`src/rtl/demux_1to4_dispatcher.sv`:
```
// demux_1to4_dispatcher: one-entry registered stream dispatcher
// steering each input beat to one of four valid/ready channels.
module demux_1to4_dispatcher #(
  parameter int width = 64
) (
  input  logic             clk,
  input  logic             rst_n,
  input  logic [width-1:0] i,
  input  logic             i_valid,
  output logic             i_ready,
  input  logic             mode,
  input  logic [1:0]       dest,
  output logic [width-1:0] o0,
  output logic [width-1:0] o1,
  output logic [width-1:0] o2,
  output logic [width-1:0] o3,
  output logic [3:0]       o_valid,
  input  logic [3:0]       o_ready,
  output logic [1:0]       sel,
  output logic [1:0]       rr_ptr,
  output logic [15:0]      beat_cnt
);

  logic             full_q, full_d;
  logic [width-1:0] data_q, data_d;
  logic [1:0]       ch_q, ch_d;
  logic [1:0]       rr_q, rr_d;
  logic [15:0]      cnt_q, cnt_d;

  logic             acc;
  logic             dlv;
  logic             ch_rdy;
  logic [1:0]       dsel;

  // Handshake terms; i_ready sees o_ready so a draining stage refills
  always_comb begin
    ch_rdy  = o_ready[ch_q];
    i_ready = !full_q || ch_rdy;
    acc     = i_valid && i_ready;
    dlv     = full_q && ch_rdy;
    dsel    = mode ? dest : rr_q;
  end

  // Next-state for the holding stage, rr pointer and delivery counter
  always_comb begin
    full_d = full_q;
    data_d = data_q;
    ch_d   = ch_q;
    rr_d   = rr_q;
    cnt_d  = cnt_q;
    if (acc) begin
      full_d = 1'b1;
      data_d = i;
      ch_d   = dsel;
    end else if (dlv) begin
      full_d = 1'b0;
    end
    if (acc && !mode) begin
      rr_d = rr_q + 2'd1;
    end
    if (dlv) begin
      cnt_d = cnt_q + 16'd1;
    end
  end

  // State registers
  always_ff @(posedge clk or negedge rst_n) begin
    if (!rst_n) begin
      full_q <= 1'b0;
      data_q <= '0;
      ch_q   <= 2'd0;
      rr_q   <= 2'd0;
      cnt_q  <= 16'd0;
    end else begin
      full_q <= full_d;
      data_q <= data_d;
      ch_q   <= ch_d;
      rr_q   <= rr_d;
      cnt_q  <= cnt_d;
    end
  end

  // Demux of the holding register onto the four channels
  always_comb begin
    o_valid = 4'b0000;
    o0      = '0;
    o1      = '0;
    o2      = '0;
    o3      = '0;
    if (full_q) begin
      unique case (ch_q)
        2'd0: begin
          o_valid = 4'b0001;
          o0      = data_q;
        end
        2'd1: begin
          o_valid = 4'b0010;
          o1      = data_q;
        end
        2'd2: begin
          o_valid = 4'b0100;
          o2      = data_q;
        end
        2'd3: begin
          o_valid = 4'b1000;
          o3      = data_q;
        end
        default: o_valid = 4'b0000;
      endcase
    end
  end

  // Status outputs straight from registers
  always_comb begin
    sel      = ch_q;
    rr_ptr   = rr_q;
    beat_cnt = cnt_q;
  end

endmodule

```
`config.mk`:
```
export PLATFORM = sky130hd
export DESIGN_NAME = demux_1to4_dispatcher
export DESIGN_NICKNAME = d
export VERILOG_FILES = /design/src/rtl/demux_1to4_dispatcher.sv
export SDC_FILE = /design/constraint.sdc
export NUM_CORES = 1
export LEC_CHECK = 0
export CORE_AREA = 4 4 137 139
export CTS_BUF_LIST = sky130_fd_sc_hd__clkbuf_4
export DETAILED_ROUTE_END_ITERATION = 16
export DIE_AREA = 0 0 141 143
export PLACE_DENSITY = 0.81
export SYNTH_ARGS = -nofsm -noshare
export SYNTH_HDL_FRONTEND = slang
export SYNTH_SLANG_ARGS = --single-unit
export TNS_END_PERCENT = 20
```
`constraint.sdc`:
```
create_clock -name clk -period 1.7 [get_ports clk]
set_input_delay 0.425 -clock clk [delete_from_list [all_inputs] [get_ports clk]]
set_output_delay 0.425 -clock clk [all_outputs]
set_load 0.005 [all_outputs]
```
==> impl_metrics.toml, run 1 <==
[detailed_routing]
firstDrtPassIters = 4
viasPerCell = 4.51
wl_per_cell_um = 19.4
wl_mm = 22.9
drc = 0
drtAntennaViolNets = 0
drt_iter0_drc = 180
via_count = 5305

[cts]
clock_sinks = 85
cts.clk_slew.worst_paths_ns = 0.16
insertion_delay_ns = 0.45
cts_buffers = 9
cts-root-buf = "clkbuf_4"
clock_path_buffers = 2
tritoncts = "done"
htreeDepth = 3

[power]
switchingPower_mw = 5.64
leakagePower_nw = 5.45
p_int_mw = 9.76
power_frac_comb_pct = 66.8
clkPwrFrac_pct = 7.9
power_density_nw_per_um2 = 1500
swShare_pct = 36.6
peakVddDrop_mv = 0.810
power_frac_seq_pct = 25.3

[worst_setup_path]
path_max_fanout = 7
worst-path-buf-inv = 6
crit_chain = "buf_6 > nand2b_4 > nor2_4 > buf_6 > buf_6 > clkbuf_16 > buf_8 > and2_4 > buf_6"
timing.rr.start = "sel[0]$_DFFE_PN0P_"
end_kind = "output port"
crit_path_end = "o0[28]"
critPathKind = "reg -> out"
crit_family = "buffers and inverters"
slowest_stage = "dfrtp_1"
crit_cells = 9
cp_data_required_time_ns = 1.27
slowest_delay_ns = 0.43
rr_endpoint = "data_q[6]$_DFFE_PN0P_"
rrSetupSlack_ns = -0.64
crit_path_start_kind = "flip-flop"
reg2reg_depth = 8
startpoint = "full_q$_DFFE_PN0P_"
arrival_ns = 1.93
cp_common_cell = "buf_6"

[floorplanning]
core_um2 = 17700
ioPinCount = 355
die_h_um = 143
start_util_pct = 28.9
dieArea_um2 = 20200
row_count = 49
die_w_um = 141

[sta]
clock_skew_ns = 0.0182
period_share_pct = 138
slew_viol_final = 0
hold_viol = 0
fmax_mhz = 425
period_needed_ns = 2.35
max-slew-margin-rel_pct = 74.8
tightest_slew_ns = 0.378
setup_ws_ns = -0.654
setup_viol = 354
rsz0062_at_grt = "yes"

[placed_design]
place_congestion = 0.774
port_buffers = 354
dp_hpwl_mm = 13.6
dpl_cell_area_um2 = 9150

[final_layout]
area_growth_pct = 101
drive_above_1_share_pct = 52.1
fin_nets = 1016
final_area_um2 = 10200
utilization_pct = 58.0

[synth]
synth_nets = 587
ys_types = 27
dominantRegCellSynth = "dfrtp_1"
avgSynthCellArea_um2 = 9.97
synth_common_cells = "256 x and2_1, 85 x dfrtp_1, 58 x mux2_2, 29 x clkbuf_1"
synthCells = 512
synth_seq_cells = 85
synth.most_common_cell = "and2_1"
synth_edf_count = 0
synthTopCellsByArea = "dfrtp_1 42%, and2_1 31%, mux2_2 13%"
yosys_warnings = 0
synthArstFlopShare_pct = 100
yosysTopAreaCell = "dfrtp_1"
yosysSeqAreaShare_pct = 41.7
synth_top_cell_area_share_pct = 41.7
synth.cell_area_um2 = 5100

[flow_run]
cap_violations = 0

[grt]
grt_usage_pct = 18.4
antenna_found_initial = 0
grt_overflow_total = 0
grt_max_degree = 40
grt_pass1_wl_mm = 29.2
grt_pass1_vias = 5131

[min_path]
hold_path_class = "in -> async"

[outcome]
violations = "setup timing"
outcome = "complete, but fails checks"
## worst register-to-register path: stages (launching register included)
cell and delay, ns:
dfrtp_1 0.39, buf_6 0.13, buf_6 0.11, mux4_2 0.51, buf_6 0.13, buf_6 0.10
o21ai_4 0.20, buf_12 0.27, mux2_2 0.39
## power groups by stage
stage / clock (mW) / combinational [mW] / sequential (mW)
6_report: 1.22 / 10.3 / 3.89
4_1_cts: 1.28 / 8.60 / 3.80
2_1_floorplan: 0 / 3.17 / 3.45
5_1_grt: 1.36 / 11.0 / 4.04
3_3_place_gp: 0 / 7.96 / 3.78
3_5_place_dp: 0 / 8.10 / 3.84
## final cells by class
class                   count  area [um2]
diodes                      1        2.50
clock buffers               9        67.6
clock inverters             7        75.1
fillers                  1524        7410
inverters                   2        7.51
multi-input cells         388        3090
flip-flops and latches     85        2130
well taps                 229         287
repair buffers            455        4580
## how the worst min path moves through the flow
| stage | to | cells past startpoint | from | slack [ns] |
|---|---|---|---|---|
| 3_3_place_gp | beat_cnt[8]$_DFFE_PN0P_ | 1 | rst_n | 0.37 |
| 6_report | beat_cnt[10]$_DFFE_PN0P_ | 2 | rst_n | 0.41 |
| 5_1_grt | beat_cnt[10]$_DFFE_PN0P_ | 2 | rst_n | 0.42 |
| 4_1_cts | beat_cnt[8]$_DFFE_PN0P_ | 2 | rst_n | 0.37 |
| 3_5_place_dp | beat_cnt[8]$_DFFE_PN0P_ | 1 | rst_n | 0.38 |
| 2_1_floorplan | beat_cnt[0]$_DFFE_PN0P_ | 0 | rst_n | 0.13 |
## per-stage QoR
step / std cells / total power, mW / hold WS [ns] / setup WS [ns] / setup TNS (ns)
CTS: 1121 / 13.7 / 0.367 / -0.921 / -243.87
finish: 1176 / 15.4 / 0.409 / -0.654 / -175.19
global placement: 1084 / 11.7 / 0.374 / -0.702 / -125.45
global route: 1175 / 16.4 / 0.417 / -0.777 / -215.14
detailed placement: 1084 / 11.9 / 0.376 / -0.717 / -134.61
floorplan: 512 / 6.62 / 0.129 / -0.0887 / -10.66
## placed cells by master, fill, tap and decap left out, types with 2 or more instances in the layout
cell type        synthesis  final
clkbuf_4                 0      9
buf_16                   0      4
buf_8                    0      9
xor2_1                   9      9
nor4b_1                  2      2
clkbuf_16                0     14
nand4_1                  4      4
dfrtp_1                 85     85
nand3_1                  5      5
and3_1                   3      3
buf_2                    2     48
inv_1                    2      2
clkinvlp_4               0      3
mux2_1                   6      6
clkdlybuf4s50_1          0     92
and2_4                   0     86
buf_4                    6     24
buf_6                    0    103
o21ai_0                  2      2
and4_1                   4      4
nand2b_4                 0      2
nor2_4                   0      4
mux2i_1                  4      4
and2_1                 256    170
buf_12                   0     20
dlymetal6s2s_1           0     37
clkbuf_2                 0     87
nor3b_1                  3      3
clkdlybuf4s15_2          0     15
nand2_1                  9      8
nor3_1                   2      2
mux2_2                  58     57
xnor2_1                  8      8
## registers in the layout, indices dropped and copies added (netlist names)
register,cells
data_q,64
beat_cnt,16
rr_ptr,2
sel,2
full_q,1
## per-layer routing
layer  track usage (%)  part of all wire, %
met5                 0                    0
met4              4.23                  1.4
met3              5.63                  6.5
met2              33.2                   51
met1              21.6                   41
## what timing repair did
item                       in CTS  in global routing
hold endpoints to repair       23                  0
gates cloned                    5                 17
setup endpoints to repair     354                357
pin swaps                       2                  9
resized for setup             152                731
hold buffers                    1                  0
buffers inserted               15                 38
## kinds of logic (layout without fill, tap and decap cells)
family | after synthesis | count (layout) | share of synthesized area [%]
multiplexers | 69 | 69 | 15.3
other | 0 | 1 | 0
buffers and inverters | 39 | 473 | 3.36
flip-flops | 85 | 85 | 41.7
XOR/XNOR | 17 | 17 | 2.92
AND/OR/NAND/NOR | 296 | 296 | 35.8
adder cells (fa/ha/maj) | 1 | 1 | 0.245
AO/OA/AOI/OAI | 5 | 5 | 0.662
Power figures use the tool's default switching activity.
==> run 2, diff against run 1 <==
ABC_AREA = 1   (was default)
CORE_AREA = 2 2 137 139   (was 4 4 137 139)
CTS_BUF_LIST = default   (was sky130_fd_sc_hd__clkbuf_4)
DIE_AREA = 0 0 139 141   (was 0 0 141 143)
PLACE_DENSITY = 0.79   (was 0.81)
==> impl_metrics.toml, run 2 <==
[outcome]
outcome = "complete, but fails checks"
violations = "setup timing"

[detailed_routing]
wl_mm = 21.7
drc = 0
via_count = 6545
firstDrtPassIters = 5
drtAntennaViolNets = 0
drt_iter0_drc = 236
wl_per_cell_um = 15.2
viasPerCell = 4.60

[sta]
clock_skew_ns = 0.0139
hold_viol = 0
setup_ws_ns = -0.656
max-slew-margin-rel_pct = 68.0
slew_viol_final = 0
tightest_slew_ns = 0.480
hold_slack_ns = 0.0994
setup_viol = 362
period_share_pct = 139
fmax_mhz = 425
period_needed_ns = 2.36
rsz0062_at_grt = "yes"

[worst_setup_path]
cp_data_required_time_ns = 1.27
critPathKind = "reg -> out"
crit_path_start_kind = "flip-flop"
end_kind = "output port"
rrSetupSlack_ns = -0.23
path_max_fanout = 11
timing.rr.start = "sel[1]$_DFFE_PN0P_"
arrival_ns = 1.93
rr_endpoint = "rr_ptr[0]$_DFFE_PN0P_"
startpoint = "sel[1]$_DFFE_PN0P_"
reg2reg_depth = 12

[final_layout]
layout_common_cells = "245 x nor2_1, 201 x nand2_1, 179 x clkdlybuf4s50_1, 84 x dlymetal6s2s_1, 83 x dfrtp_1"
layout_commonest_cell = "nor2_1"
fin_nets = 1258
area_growth_pct = 90.4
final.fill_count = 1749
drive_above_1_share_pct = 16.9
top_register = "data_q"
seqCellArea_um2 = 2130
multiInputGateArea_um2 = 2510
final_area_um2 = 9670
largest_reg_flops = 64
fin_cells = 1422
n_antenna_cell = 0

[placed_design]
place_congestion = 0.837
dpl_cell_area_um2 = 9040
pre_cts_slack_ns = -0.515
dp_hpwl_mm = 14.8
dp_cells = 1384
port_buffers = 354

[synth]
synth.cell_area_um2 = 5080
dominantRegCellSynth = "dfrtp_1"
yosys_warnings = 0
synth_top_cell_area_share_pct = 41.9
yosysSeqAreaShare_pct = 41.9
avgSynthCellArea_um2 = 6.25
synthTopCellsByArea = "dfrtp_1 42%, nor2_1 21%, nand2_1 15%"
yosysTopAreaCell = "dfrtp_1"
ys_types = 21
synth_edf_count = 0
synthArstFlopShare_pct = 100
synth_nets = 887
synth_seq_cells = 85
synth_common_cells = "278 x nor2_1, 204 x nand2_1, 85 x dfrtp_1, 82 x inv_1, 75 x nand3_1"
synth.most_common_cell = "nor2_1"
synthCells = 812

[cts]
clock_sinks = 85
cts-root-buf = "clkbuf_16"
cts_hold_buf = 0
cts_buffers = 9
insertion_delay_ns = 0.34
clock_path_buffers = 2
htreeDepth = 3
tritoncts = "done"
cts.clk_slew.worst_paths_ns = 0.07

[floorplanning]
ioPinCount = 355
start_util_pct = 27.8
core_um2 = 18300
die_w_um = 139
die_h_um = 141
row_count = 50
dieArea_um2 = 19600

[grt]
grt_max_degree = 86
grt_pass1_wl_mm = 32.6
grt_overflow_total = 0
grt_usage_pct = 20.8
grt_pass1_vias = 6151
antenna_found_initial = 0

[power]
peakVddDrop_mv = 0.928
p_total_mw = 14.6
leakagePower_nw = 6.08
power_density_nw_per_um2 = 1510

[flow_run]
cap_violations = 0

[min_path]
hold_path_class = "in -> async"
-- run 2: where the power goes --
part | total (mW) | internal, mW | switching [mW] | leakage, nW
clock network | 2.35 | 1.46 | 0.891 | 0.169
registers | 3.49 | 2.90 | 0.588 | 1.06
logic | 8.74 | 4.01 | 4.73 | 4.85
total | 14.6 | 8.37 | 6.20 | 6.08
-- run 2: worst max-delay path, cell delays in order, from the launching register on --
cell             delay, ns
dfrtp_2               0.45
inv_2                 0.08
nand2_2               0.06
nor2_4                0.16
inv_6                 0.08
buf_16                0.17
nor2_1                0.09
clkdlybuf4s50_1       0.50
-- run 2: metrics by stage --
step / util, % / setup TNS (ns)
after floorplan: - / 0
after global placement: 49.5 / -104.28
after detailed placement: 49.5 / -109.26
after CTS: 52.7 / -165.83
after global routing: 52.9 / -146.37
final: 52.9 / -112.91
-- run 2: repair_timing --
item / 4_1_cts / 5_1_grt
pin swaps: 0 / 3
gates cloned: 4 / 1
buffers inserted: 14 / 3
gates resized for setup: 85 / 251
setup endpoints to repair: 363 / 366
-- run 2: worst max path at each step --
stage	end	slack [ns]
2_1_floorplan	o1[10]	0.11
3_3_place_gp	i_ready	-0.53
3_5_place_dp	i_ready	-0.52
4_1_cts	o2[49]	-0.70
5_1_grt	o1[52]	-0.73
6_report	o1[52]	-0.66
-- run 2: metal layers --
layer / global-route usage (%) / share of wire [%]
met3: 3.94 / 6.5
met5: 0 / 0
met4: 9.73 / 3.8
met1: 25.0 / 40
met2: 36.1 / 50
-- run 2: logic make-up (layout without fill, tap and decap cells) --
logic type | after synthesis | after routing | synth area share, %
xor gates and xnor gates | 5 | 5 | 0.863
AOI/OAI and AO/OA | 15 | 15 | 1.48
DFF | 85 | 85 | 41.9
buffers and inverters | 136 | 512 | 10.6
and+or+nand+nor | 570 | 570 | 44.9
adders and majority gates | 1 | 1 | 0.246
-- run 2: final cells by class --
class                           count  share of cell area, %
Tap cell                          234                   3.03
Clock buffer                        9                   2.33
Sequential cell                    85                   22.0
Timing Repair Buffer              409                   41.9
Inverter                           87                   3.48
Clock inverter                      7                   1.31
Multi-Input combinational cell    591                   26.0
==> run 3, diff against run 2 <==
CTS_CLUSTER_SIZE = 25   (was default)
SKIP_LAST_GASP = 1   (was default)
==> impl_metrics.toml, run 3 (synthesis results as in run 2) <==
[outcome]
outcome = "complete, but fails checks"
violations = "setup timing"

[sta]
period_share_pct = 141
slew_viol_final = 0
clock_skew_ns = 0.0150
setup_ws_ns = -0.693
fmax_mhz = 418
fin_setup_tns_ns = -139.03
tightest_slew_ns = 0.476
hold_slack_ns = 0.101
hold_viol = 0
max-slew-margin-rel_pct = 68.3
period_needed_ns = 2.39
setup_viol = 361
rsz0062_at_grt = "yes"

[grt]
met2_usage_pct = 36.5
use_met3_pct = 3.77
grt_pass1_vias = 6143
use_met1_pct = 25.1
antenna_found_initial = 0
grt_overflow_total = 0
grt_usage_pct = 20.8
busiest_layer = "met2"
grt_pass1_wl_mm = 32.6
grt_max_degree = 86

[final_layout]
final_area_um2 = 9670
drive_above_1_share_pct = 14.0
largest_reg_flops = 64
n_antenna_cell = 0
layout_commonest_cell = "nor2_1"
layout_common_cells = "254 x nor2_1, 251 x clkdlybuf4s50_1, 201 x nand2_1, 83 x dfrtp_1, 80 x inv_1"
top_register = "data_q"
fin_nets = 1258
area_growth_pct = 90.4
final.fill_count = 1758

[flow_run]
cap_violations = 0

[worst_setup_path]
path_max_fanout = 16
crit_family = "buffers and inverters"
worst-path-buf-inv = 4
arrival_ns = 1.97
end_kind = "output port"
crit_chain = "inv_2 > nand2_1 > nor2_4 > inv_6 > buf_16 > nor2_1 > clkdlybuf4s50_1"
critPathKind = "reg -> out"
crit_path_start_kind = "flip-flop"
cp_data_required_time_ns = 1.27
slowest_stage = "clkdlybuf4s50_1"
slowest_delay_ns = 0.50

[cts]
cts_buffers = 9
cts-root-buf = "clkbuf_16"
tritoncts = "done"
clock_sinks = 85
insertion_delay_ns = 0.34
htreeDepth = 3
clock_path_buffers = 2
cts.clk_slew.worst_paths_ns = 0.07

[placed_design]
dp_hpwl_mm = 14.8
dpl_cell_area_um2 = 9040
port_buffers = 354
place_congestion = 0.837

[power]
swShare_pct = 41.9
switchingPower_mw = 6.15
p_int_mw = 8.53
power_density_nw_per_um2 = 1520
leakagePower_nw = 5.26
peakVddDrop_mv = 0.924
power_frac_seq_pct = 23.7
clkPwrFrac_pct = 16.0
power_frac_comb_pct = 60.3

[detailed_routing]
drc = 0
drtAntennaViolNets = 0
firstDrtPassIters = 6
viasPerCell = 4.58
wl_mm = 21.5
via_count = 6508
drt_iter0_drc = 271
wl_per_cell_um = 15.1

[floorplanning]
ioPinCount = 355
die_h_um = 141
core_um2 = 18300
die_w_um = 139
start_util_pct = 27.8
row_count = 50
dieArea_um2 = 19600

[min_path]
hold_path_class = "in -> async"
[run 3: cell types whose count changed in the layout (fill, tap and decap cells not counted), sizes merged]
cell | previous run | this run
buf | 67 | 65
clkbuf | 70 | 46
clkdlybuf4s50 | 179 | 251
dlygate4sd2 | 10 | 7
dlymetal6s2s | 84 | 41
[run 3: final timing paths]
| kind | startpoint | endpoint | slack, ns | depth (start not counted) |
|---|---|---|---|---|
| worst min register to register | data_q[59]$_DFFE_PN0P_ | data_q[59]$_DFFE_PN0P_ | 0.47 | 2 |
| max in group asynchronous | rst_n | data_q[46]$_DFFE_PN0P_ | 1.19 | 2 |
| worst max-delay path | sel[0]$_DFFE_PN0P_ | o2[22] | -0.69 | 7 |
| worst min-delay path | rst_n | beat_cnt[14]$_DFFE_PN0P_ | 0.10 | 2 |
| worst max register to register | sel[0]$_DFFE_PN0P_ | rr_ptr[0]$_DFFE_PN0P_ | -0.19 | 11 |
| min in group clk | data_q[59]$_DFFE_PN0P_ | data_q[59]$_DFFE_PN0P_ | 0.47 | 2 |
[run 3: stage by stage]
stage | total power [mW] | utilization [%] | cells | setup slack (ns)
after floorplan | 7.08 | - | 812 | 0.114
after global placement | 11.6 | 49.5 | 1384 | -0.530
after detailed placement | 11.8 | 49.5 | 1384 | -0.515
after CTS | 14.8 | 52.7 | 1418 | -0.702
after global routing | 15.8 | 52.9 | 1422 | -0.758
final | 14.7 | 52.9 | 1422 | -0.693
[run 3: layer usage]
metal | wire (um) | vias up | share of wire, %
met5 | 0 | - | 0
met4 | 775 | 0 | 3.6
met3 | 1330 | 44 | 6.2
met2 | 10600 | 266 | 49
met1 | 8790 | 3025 | 41
li1 | - | 3173 | -
[run 3: worst reg2reg max path, stage by stage (launching register included)]
cell and delay (ns):
dfrtp_2 0.46, inv_2 0.07, buf_4 0.14, nand2_1 0.07, nand2_2 0.13, nand2_4 0.07
nand3_4 0.06, buf_4 0.12, buf_4 0.38, nand3_1 0.14, nand2_1 0.09, nand2_1 0.05
[run 3: final cells by class]
| class | count | area (um2) | share of cell area [%] |
|---|---|---|---|
| multi-input combinational | 591 | 2490 | 25.8 |
| clock inverter | 7 | 126 | 1.31 |
| timing repair buffer | 409 | 4070 | 42.0 |
| clock buffer | 9 | 225 | 2.33 |
| sequential | 85 | 2130 | 22.0 |
| tap | 234 | 293 | 3.03 |
| inverter | 87 | 337 | 3.48 |
[run 3: power groups by stage]
stage	clock network (mW)	logic, mW	registers (mW)
finish	2.35	8.85	3.49
global route	2.48	9.70	3.61
CTS	2.41	8.90	3.49
detailed placement	0	8.34	3.50
global placement	0	8.17	3.48
floorplan	0	3.70	3.38
[run 3: repair_timing]
item / in CTS / in global routing
pin swaps: 0 / 3
gates resized for setup: 74 / 154
hold buffers: 0 / 0
endpoints found under the setup margin: 363 / 366
buffers inserted: 14 / 5
gates cloned: 4 / 1
